`src/rtl/dmem_arb_pkg.sv`:
```
// Shared types for the data-memory port arbiter.
package dmem_arb_pkg;

  typedef enum logic [1:0] {IDLE, ACCESS, WAIT, RESP} state_t;
  typedef enum logic {GNT_CORE, GNT_DBG} grant_t;

  localparam int unsigned RD_LAT_MAX = 4;

endpackage

```
`src/rtl/dmem_port_arbiter_if.sv`:
```
// Bus bundle between the core/debug requesters, the arbiter and the data memory.
// The arbiter takes the slave view; the environment driving it takes the master view.
interface dmem_port_arbiter_if #(
  parameter int unsigned DATA_W = 32,
  parameter int unsigned ADDR_W = 9
);
  logic              core_req;
  logic              core_we;
  logic [ADDR_W-1:0] core_addr;
  logic [DATA_W-1:0] core_wdata;
  logic [DATA_W-1:0] core_rdata;
  logic              core_done;
  logic              core_stall;

  logic              dbg_req;
  logic              dbg_we;
  logic [ADDR_W-1:0] dbg_addr;
  logic [DATA_W-1:0] dbg_wdata;
  logic [DATA_W-1:0] dbg_rdata;
  logic              dbg_done;

  logic              mem_wr;
  logic              mem_rd;
  logic [ADDR_W-1:0] mem_addr;
  logic [DATA_W-1:0] mem_wdata;
  logic [DATA_W-1:0] mem_rdata;
  logic              busy;

  modport slave (
    input  core_req, core_we, core_addr, core_wdata,
    output core_rdata, core_done, core_stall,
    input  dbg_req, dbg_we, dbg_addr, dbg_wdata,
    output dbg_rdata, dbg_done,
    output mem_wr, mem_rd, mem_addr, mem_wdata,
    input  mem_rdata,
    output busy
  );

  modport master (
    output core_req, core_we, core_addr, core_wdata,
    input  core_rdata, core_done, core_stall,
    output dbg_req, dbg_we, dbg_addr, dbg_wdata,
    input  dbg_rdata, dbg_done,
    input  mem_wr, mem_rd, mem_addr, mem_wdata,
    output mem_rdata,
    input  busy
  );

endinterface

```
`src/rtl/dmem_arb_pick.sv`:
```
// Combinational winner select for the data-memory port.
// DMEM_ARB_RR_EN defined: round-robin on contention; undefined: core has fixed priority.
module dmem_arb_pick
  import dmem_arb_pkg::*;
(
  input  logic   core_req_i,
  input  logic   dbg_req_i,
  input  grant_t last_gnt_i,
  output logic   valid_o,
  output grant_t gnt_o
);

  assign valid_o = core_req_i | dbg_req_i;

`ifdef DMEM_ARB_RR_EN
  always_comb begin
    gnt_o = GNT_CORE;
    if (core_req_i && dbg_req_i) begin
      gnt_o = (last_gnt_i == GNT_CORE) ? GNT_DBG : GNT_CORE;
    end else if (dbg_req_i) begin
      gnt_o = GNT_DBG;
    end
  end
`else
  logic unused_last_gnt;
  assign unused_last_gnt = last_gnt_i;
  assign gnt_o = core_req_i ? GNT_CORE : GNT_DBG;
`endif

endmodule

```
`src/rtl/dmem_port_arbiter.sv`:
```
// Shares one data-memory port between the core and the debug loader via an
// IDLE/ACCESS/WAIT/RESP sequencer. DMEM_ARB_RR_EN selects round-robin arbitration.
module dmem_port_arbiter
  import dmem_arb_pkg::*;
#(
  parameter int unsigned DATA_W = 32,
  parameter int unsigned ADDR_W = 9,
  parameter int unsigned RD_LAT = 1
) (
  input logic               clk,
  input logic               reset,
  dmem_port_arbiter_if.slave bus
);

  localparam int unsigned CNT_W = $clog2(RD_LAT_MAX);

  if (RD_LAT == 0 || RD_LAT > RD_LAT_MAX) begin : g_bad_rd_lat
    $error("dmem_port_arbiter: RD_LAT=%0d outside 1..%0d", RD_LAT, RD_LAT_MAX);
  end

  state_t            state_q, state_d;
  grant_t            owner_q, owner_d;
  grant_t            last_gnt, pick_gnt;
  logic              pick_valid;
  logic              we_q, we_d;
  logic [ADDR_W-1:0] addr_q, addr_d;
  logic [DATA_W-1:0] wdata_q, wdata_d;
  logic [CNT_W-1:0]  cnt_q, cnt_d;
  logic [DATA_W-1:0] core_rdata_q, core_rdata_d;
  logic [DATA_W-1:0] dbg_rdata_q, dbg_rdata_d;

  dmem_arb_pick u_pick (
    .core_req_i (bus.core_req),
    .dbg_req_i  (bus.dbg_req),
    .last_gnt_i (last_gnt),
    .valid_o    (pick_valid),
    .gnt_o      (pick_gnt)
  );

`ifdef DMEM_ARB_RR_EN
  grant_t last_gnt_q;

  // Reset to dbg so the core wins the first contention.
  always_ff @(posedge clk) begin
    if (reset) begin
      last_gnt_q <= GNT_DBG;
    end else if (state_q == IDLE && pick_valid) begin
      last_gnt_q <= pick_gnt;
    end
  end

  assign last_gnt = last_gnt_q;
`else
  assign last_gnt = GNT_DBG;
`endif

  always_comb begin
    state_d      = state_q;
    owner_d      = owner_q;
    we_d         = we_q;
    addr_d       = addr_q;
    wdata_d      = wdata_q;
    cnt_d        = cnt_q;
    core_rdata_d = core_rdata_q;
    dbg_rdata_d  = dbg_rdata_q;
    unique case (state_q)
      IDLE: begin
        if (pick_valid) begin
          owner_d = pick_gnt;
          if (pick_gnt == GNT_CORE) begin
            we_d    = bus.core_we;
            addr_d  = bus.core_addr;
            wdata_d = bus.core_wdata;
          end else begin
            we_d    = bus.dbg_we;
            addr_d  = bus.dbg_addr;
            wdata_d = bus.dbg_wdata;
          end
          state_d = ACCESS;
        end
      end
      ACCESS: begin
        if (we_q) begin
          state_d = RESP;
        end else begin
          cnt_d   = CNT_W'(RD_LAT - 1);
          state_d = WAIT;
        end
      end
      WAIT: begin
        if (cnt_q == '0) begin
          if (owner_q == GNT_CORE) core_rdata_d = bus.mem_rdata;
          else                     dbg_rdata_d  = bus.mem_rdata;
          state_d = RESP;
        end else begin
          cnt_d = cnt_q - CNT_W'(1);
        end
      end
      RESP:    state_d = IDLE;
      default: state_d = IDLE;
    endcase
  end

  always_ff @(posedge clk) begin
    if (reset) begin
      state_q      <= IDLE;
      owner_q      <= GNT_CORE;
      we_q         <= 1'b0;
      addr_q       <= '0;
      wdata_q      <= '0;
      cnt_q        <= '0;
      core_rdata_q <= '0;
      dbg_rdata_q  <= '0;
    end else begin
      state_q      <= state_d;
      owner_q      <= owner_d;
      we_q         <= we_d;
      addr_q       <= addr_d;
      wdata_q      <= wdata_d;
      cnt_q        <= cnt_d;
      core_rdata_q <= core_rdata_d;
      dbg_rdata_q  <= dbg_rdata_d;
    end
  end

  // addr_q only changes on a grant, so mem_addr holds its last value outside ACCESS.
  assign bus.mem_addr   = addr_q;
  assign bus.mem_wr     = (state_q == ACCESS) && we_q;
  assign bus.mem_rd     = (state_q == ACCESS) && !we_q;
  assign bus.mem_wdata  = bus.mem_wr ? wdata_q : '0;
  assign bus.core_done  = (state_q == RESP) && (owner_q == GNT_CORE);
  assign bus.dbg_done   = (state_q == RESP) && (owner_q == GNT_DBG);
  assign bus.core_stall = bus.core_req & ~bus.core_done;
  assign bus.core_rdata = core_rdata_q;
  assign bus.dbg_rdata  = dbg_rdata_q;
  assign bus.busy       = (state_q != IDLE);

  logic owner_req;
  assign owner_req = (owner_q == GNT_CORE) ? bus.core_req : bus.dbg_req;

  req_held_a: assert property (@(posedge clk) disable iff (reset) (state_q != IDLE) |-> owner_req)
    else $error("dmem_port_arbiter: request dropped before done");

endmodule

```
`src/flat_wrapper.sv`:
```
// flat-port wrapper written by rule: the top's interface ports become plain ports
module dmem_port_arbiter_flat import dmem_arb_pkg::*;
#(
  parameter int unsigned DATA_W = 32,
  parameter int unsigned ADDR_W = 9,
  parameter int unsigned RD_LAT = 1
)
  (clk, reset, bus_core_req, bus_core_we, bus_core_addr, bus_core_wdata, bus_core_rdata, bus_core_done, bus_core_stall, bus_dbg_req, bus_dbg_we, bus_dbg_addr, bus_dbg_wdata, bus_dbg_rdata, bus_dbg_done, bus_mem_wr, bus_mem_rd, bus_mem_addr, bus_mem_wdata, bus_mem_rdata, bus_busy);
  dmem_port_arbiter_if #(.DATA_W(DATA_W), .ADDR_W(ADDR_W)) bus_i ();
  input logic clk;
  input logic reset;
  input wire logic [$bits(bus_i.core_req)-1:0] bus_core_req;
  input wire logic [$bits(bus_i.core_we)-1:0] bus_core_we;
  input wire logic [$bits(bus_i.core_addr)-1:0] bus_core_addr;
  input wire logic [$bits(bus_i.core_wdata)-1:0] bus_core_wdata;
  output wire logic [$bits(bus_i.core_rdata)-1:0] bus_core_rdata;
  output wire logic [$bits(bus_i.core_done)-1:0] bus_core_done;
  output wire logic [$bits(bus_i.core_stall)-1:0] bus_core_stall;
  input wire logic [$bits(bus_i.dbg_req)-1:0] bus_dbg_req;
  input wire logic [$bits(bus_i.dbg_we)-1:0] bus_dbg_we;
  input wire logic [$bits(bus_i.dbg_addr)-1:0] bus_dbg_addr;
  input wire logic [$bits(bus_i.dbg_wdata)-1:0] bus_dbg_wdata;
  output wire logic [$bits(bus_i.dbg_rdata)-1:0] bus_dbg_rdata;
  output wire logic [$bits(bus_i.dbg_done)-1:0] bus_dbg_done;
  output wire logic [$bits(bus_i.mem_wr)-1:0] bus_mem_wr;
  output wire logic [$bits(bus_i.mem_rd)-1:0] bus_mem_rd;
  output wire logic [$bits(bus_i.mem_addr)-1:0] bus_mem_addr;
  output wire logic [$bits(bus_i.mem_wdata)-1:0] bus_mem_wdata;
  input wire logic [$bits(bus_i.mem_rdata)-1:0] bus_mem_rdata;
  output wire logic [$bits(bus_i.busy)-1:0] bus_busy;
  assign bus_i.core_req = bus_core_req;
  assign bus_i.core_we = bus_core_we;
  assign bus_i.core_addr = bus_core_addr;
  assign bus_i.core_wdata = bus_core_wdata;
  assign bus_core_rdata = bus_i.core_rdata;
  assign bus_core_done = bus_i.core_done;
  assign bus_core_stall = bus_i.core_stall;
  assign bus_i.dbg_req = bus_dbg_req;
  assign bus_i.dbg_we = bus_dbg_we;
  assign bus_i.dbg_addr = bus_dbg_addr;
  assign bus_i.dbg_wdata = bus_dbg_wdata;
  assign bus_dbg_rdata = bus_i.dbg_rdata;
  assign bus_dbg_done = bus_i.dbg_done;
  assign bus_mem_wr = bus_i.mem_wr;
  assign bus_mem_rd = bus_i.mem_rd;
  assign bus_mem_addr = bus_i.mem_addr;
  assign bus_mem_wdata = bus_i.mem_wdata;
  assign bus_i.mem_rdata = bus_mem_rdata;
  assign bus_busy = bus_i.busy;
  dmem_port_arbiter #(.DATA_W(DATA_W), .ADDR_W(ADDR_W), .RD_LAT(RD_LAT)) u_core (.clk(clk), .reset(reset), .bus(bus_i));
endmodule
```
`config.mk`:
```
export PLATFORM = sky130hd
export DESIGN_NAME = dmem_port_arbiter_flat
export DESIGN_NICKNAME = d
export VERILOG_FILES = /design/src/rtl/dmem_arb_pkg.sv /design/src/rtl/dmem_port_arbiter_if.sv /design/src/rtl/dmem_arb_pick.sv /design/src/rtl/dmem_port_arbiter.sv /design/src/flat_wrapper.sv
export SDC_FILE = /design/constraint.sdc
export NUM_CORES = 1
export LEC_CHECK = 0
export CAP_MARGIN = 10
export CELL_PAD_IN_SITES_DETAIL_PLACEMENT = 1
export CELL_PAD_IN_SITES_GLOBAL_PLACEMENT = 1
export CORE_MARGIN = 2
export CORE_UTILIZATION = 29
export CTS_CLUSTER_SIZE = 20
export DETAILED_ROUTE_END_ITERATION = 6
export GPL_TIMING_DRIVEN = 0
export PLACE_DENSITY = 0.78
export SETUP_SLACK_MARGIN = 0.1
export SYNTH_ARGS = -nofsm -noshare
export SYNTH_HDL_FRONTEND = slang
export SYNTH_SLANG_ARGS = --single-unit
```
`constraint.sdc`:
```
create_clock -name clk -period 2 [get_ports clk]
set_input_delay 0.6 -clock clk [delete_from_list [all_inputs] [get_ports clk]]
set_output_delay 0.6 -clock clk [all_outputs]
set_load 0.05 [all_outputs]
```
==> results.md <==
- Clk slew on worst S/H paths: 0.07 ns
- First-pass GRT wire length: 28.1 mm
- RSZ-0062 raised after global routing: true
- Router iterations before antenna repair: 4
- Clock Sinks: 111
- Place WS: -0.886 ns
- Clk_skew: 0.00392 ns
- Final Worst Setup Slack: -0.113 ns
- Violated checks: setup timing
- Startpoint class of the critical path: flop
- Largest family of logic cells by synthesized area: simple AND/OR/NAND/NOR gates
- CP cell instances: inv_4, ha_4, clkbuf_8, and3_4, buf_8
- CP max stage delay: 0.36 ns
- Final Instance Area: 0.00806 mm2
- Setup violators final: 34
- Leading cell type in the layout, fill and taps excluded: nand2_1
- VDD IR max: 0.582 mV
- Initial Util: 29.5%
- Largest net degree at the start of global routing: 20
- Number of routed nets with antenna violations: 0
- CTS root buffer: clkbuf_16
- WL met3: 1.81 mm
- GRT Overall Usage: 20.1%
- Worst-case clock buffer depth: 2
- Fraction of the mapped netlist area in compound gates: 18.9%
- CP max-delay cell: dfxtp_4
- Leading area contributor after synthesis: dfxtp_1
- Overall routed net length: 18.2 mm
- Via count: 4912
- WL/cell: 17.8 um
- Register area share after synthesis: 45.5%
- Post-synthesis mux area share: 8.61%
- Final Max Tran Viols: 0
- DIE HEIGHT: 134 um
- Most frequent cells in the layout: nand2_1, clkdlybuf4s50_1, dfxtp_1
- DP Wirelength: 14.2 mm
- Antenna diodes: 0
- GRT overflow: 0
- Area post-placement: 0.00750 mm2
- Kind of critical path: flop to output port
- Req. time, crit path: 1.40 ns
- Pwr dens: 1160 mW/mm2
- CTS tree: done
- Final Hold Viols: 0
- Crit. End Element: output port
- Initial antenna violation count: 1
- Synth Cell Area: 0.00488 mm2
- Met2 WL: 9.19 mm
- Uppermost layer routed: met4
- Clock latency on the worst-skew pair: 0.35 ns
- Mean Syn Cell Area: 8.89 um2
- Worst-path maximum fanout: 8
- Port Buffers: 229
- Num CTS Buffers: 9
- YS warnings: 0
- Vias in the first global route: 5376
- Core area: 0.0165 mm2
- Site row count: 47
- Syn nets: 676
- Die Wd: 134 um
- Adder-Cell Fraction of Synth Area: 1.79%
- Worst min-delay path category: flop to flop
- Synth Area in Simple Gates: 19.5%
- Syn-to-layout area delta: 65.0%
- Slew @ Worst Pin: 0.703 ns
- Fmax: 0.473 GHz
- Arr. time, crit path: 1.51 ns
- Top-area cell type share of the netlist area: 45.5%
- Tmin final: 2.11 ns
- Synth cell types: 32
- Top-Level Pins: 231
- Max-cap violations: 0
- Cell count after synthesis: 549
- Xor and xnor area share after synthesis: 0%
- Synth top area cells: dfxtp_1, a211oi_2, nand2_1, mux2i_1, a21oi_1
- Depth of the CTS H-tree: 3
- Via density: 4.81
- Drt drc: 0
- M1 WL: 6.95 mm
- GPL Wtd Cong: 0.788
- Layout cells sized above 1: 23.4%
- Synth Register Bits: 111
- Period utilization: 106%
- Normalized max-slew margin: 53.2%
- Layout net count: 925
- Leakage power: 3.45 nW
- Area of the die: 0.0179 mm2
- DRT iter0 DRCs: 103
- Status: complete, but fails checks
-- per-stage QoR --
stage	std cells	power [W]	hold WS [ns]	TNS (ns)	util [%]
6_report	1022	0.00936	0.458	-2.61	48.7
5_1_grt	1022	0.00989	0.481	-4.12	48.7
4_1_cts	1019	0.00937	0.459	-3.58	48.2
3_5_place_dp	998	0.00721	0.452	-44.36	45.4
3_3_place_gp	998	0.00701	0.442	-37.10	45.4
2_1_floorplan	549	0.00577	0.474	0	-
-- Yosys cell counts --
library cell	n
and3_1	33
a31oi_1	1
a311oi_1	2
or2_2	1
nor2b_1	4
nand3_1	2
nand3b_1	1
buf_2	18
o21a_2	1
and3b_1	1
buf_6	8
and2_1	1
a211oi_2	40
nor3_1	1
a41o_1	1
a21oi_2	1
a21o_1	1
nor3b_1	1
nor2_1	42
nand2b_1	1
clkbuf_1	14
a31o_1	1
inv_1	6
or3b_4	1
mux2i_1	42
ha_1	7
a21oi_1	66
nand2_1	130
buf_1	6
nand4_1	1
a211oi_1	3
dfxtp_1	111
-- flip-flops by register name, summed over array words and instances, names as in the netlist --
register / cells
u_core.wdata_q: 32
u_core.bus.mem_addr: 9
u_core.cnt_q: 2
u_core.owner_q: 1
u_core.bus.dbg_rdata: 32
u_core.we_q: 1
u_core.state_q: 2
u_core.bus.core_rdata: 32
-- what timing repair did --
item                       4_1_cts  5_1_grt
gates resized for setup        387       29
pin swaps                        3        1
hold buffers                     0        0
hold endpoints to repair         0        0
setup endpoints to repair      115       76
buffers inserted                 5        3
cloned                           2        0
-- area by class of cell --
cell class	instances	area, um2
well taps	220	275
flip-flops and latches	111	2230
fillers	1885	8470
repair buffers	239	2400
multi-input cells	386	2510
plain buffers	45	295
inverters	6	32.5
clock inverters	4	53.8
clock buffers	11	253
-- path summary, 6_finish.rpt --
check | startpoint | endpoint | slack, ns | cells after the start
max | u_core.state_q[1]$_SDFFE_PP0P_ | bus_mem_wdata[24] | -0.11 | 5
min | u_core.bus.core_rdata[19]$_SDFFE_PP0P_ | u_core.bus.core_rdata[19]$_SDFFE_PP0P_ | 0.46 | 2
max reg2reg | u_core.state_q[0]$_SDFFE_PP0P_ | u_core.state_q[0]$_SDFFE_PP0P_ | 0.27 | 8
min reg2reg | u_core.bus.core_rdata[19]$_SDFFE_PP0P_ | u_core.bus.core_rdata[19]$_SDFFE_PP0P_ | 0.46 | 2
-- worst max-delay path: cells and delay by family (launching register included) --
| family | cells | cell delay, ns |
|---|---|---|
| buffers and inverters | 3 | 0.39 |
| DFF | 1 | 0.36 |
| adders and majority gates | 1 | 0.21 |
| and+or+nand+nor | 1 | 0.21 |
-- power breakdown --
group          leakage, nW  switching [W]  internal (W)
logic                 2.40        0.00277       0.00176
clock network        0.144       0.000823       0.00104
registers            0.910       0.000279       0.00269
-- cells by family after synthesis --
group | after synthesis
compound gates | 117
buf+inv | 52
simple gates | 220
flops | 111
fa+ha+maj | 7
mux | 42
-- per-layer routing --
| metal | up-vias | global-route usage, % |
|---|---|---|
| li1 | 2366 | - |
| met4 | 0 | 5.85 |
| met5 | - | 0 |
| met1 | 2355 | 20.9 |
| met2 | 174 | 36.9 |
| met3 | 17 | 8.14 |
Note: power is estimated with default switching activity, not from simulation.
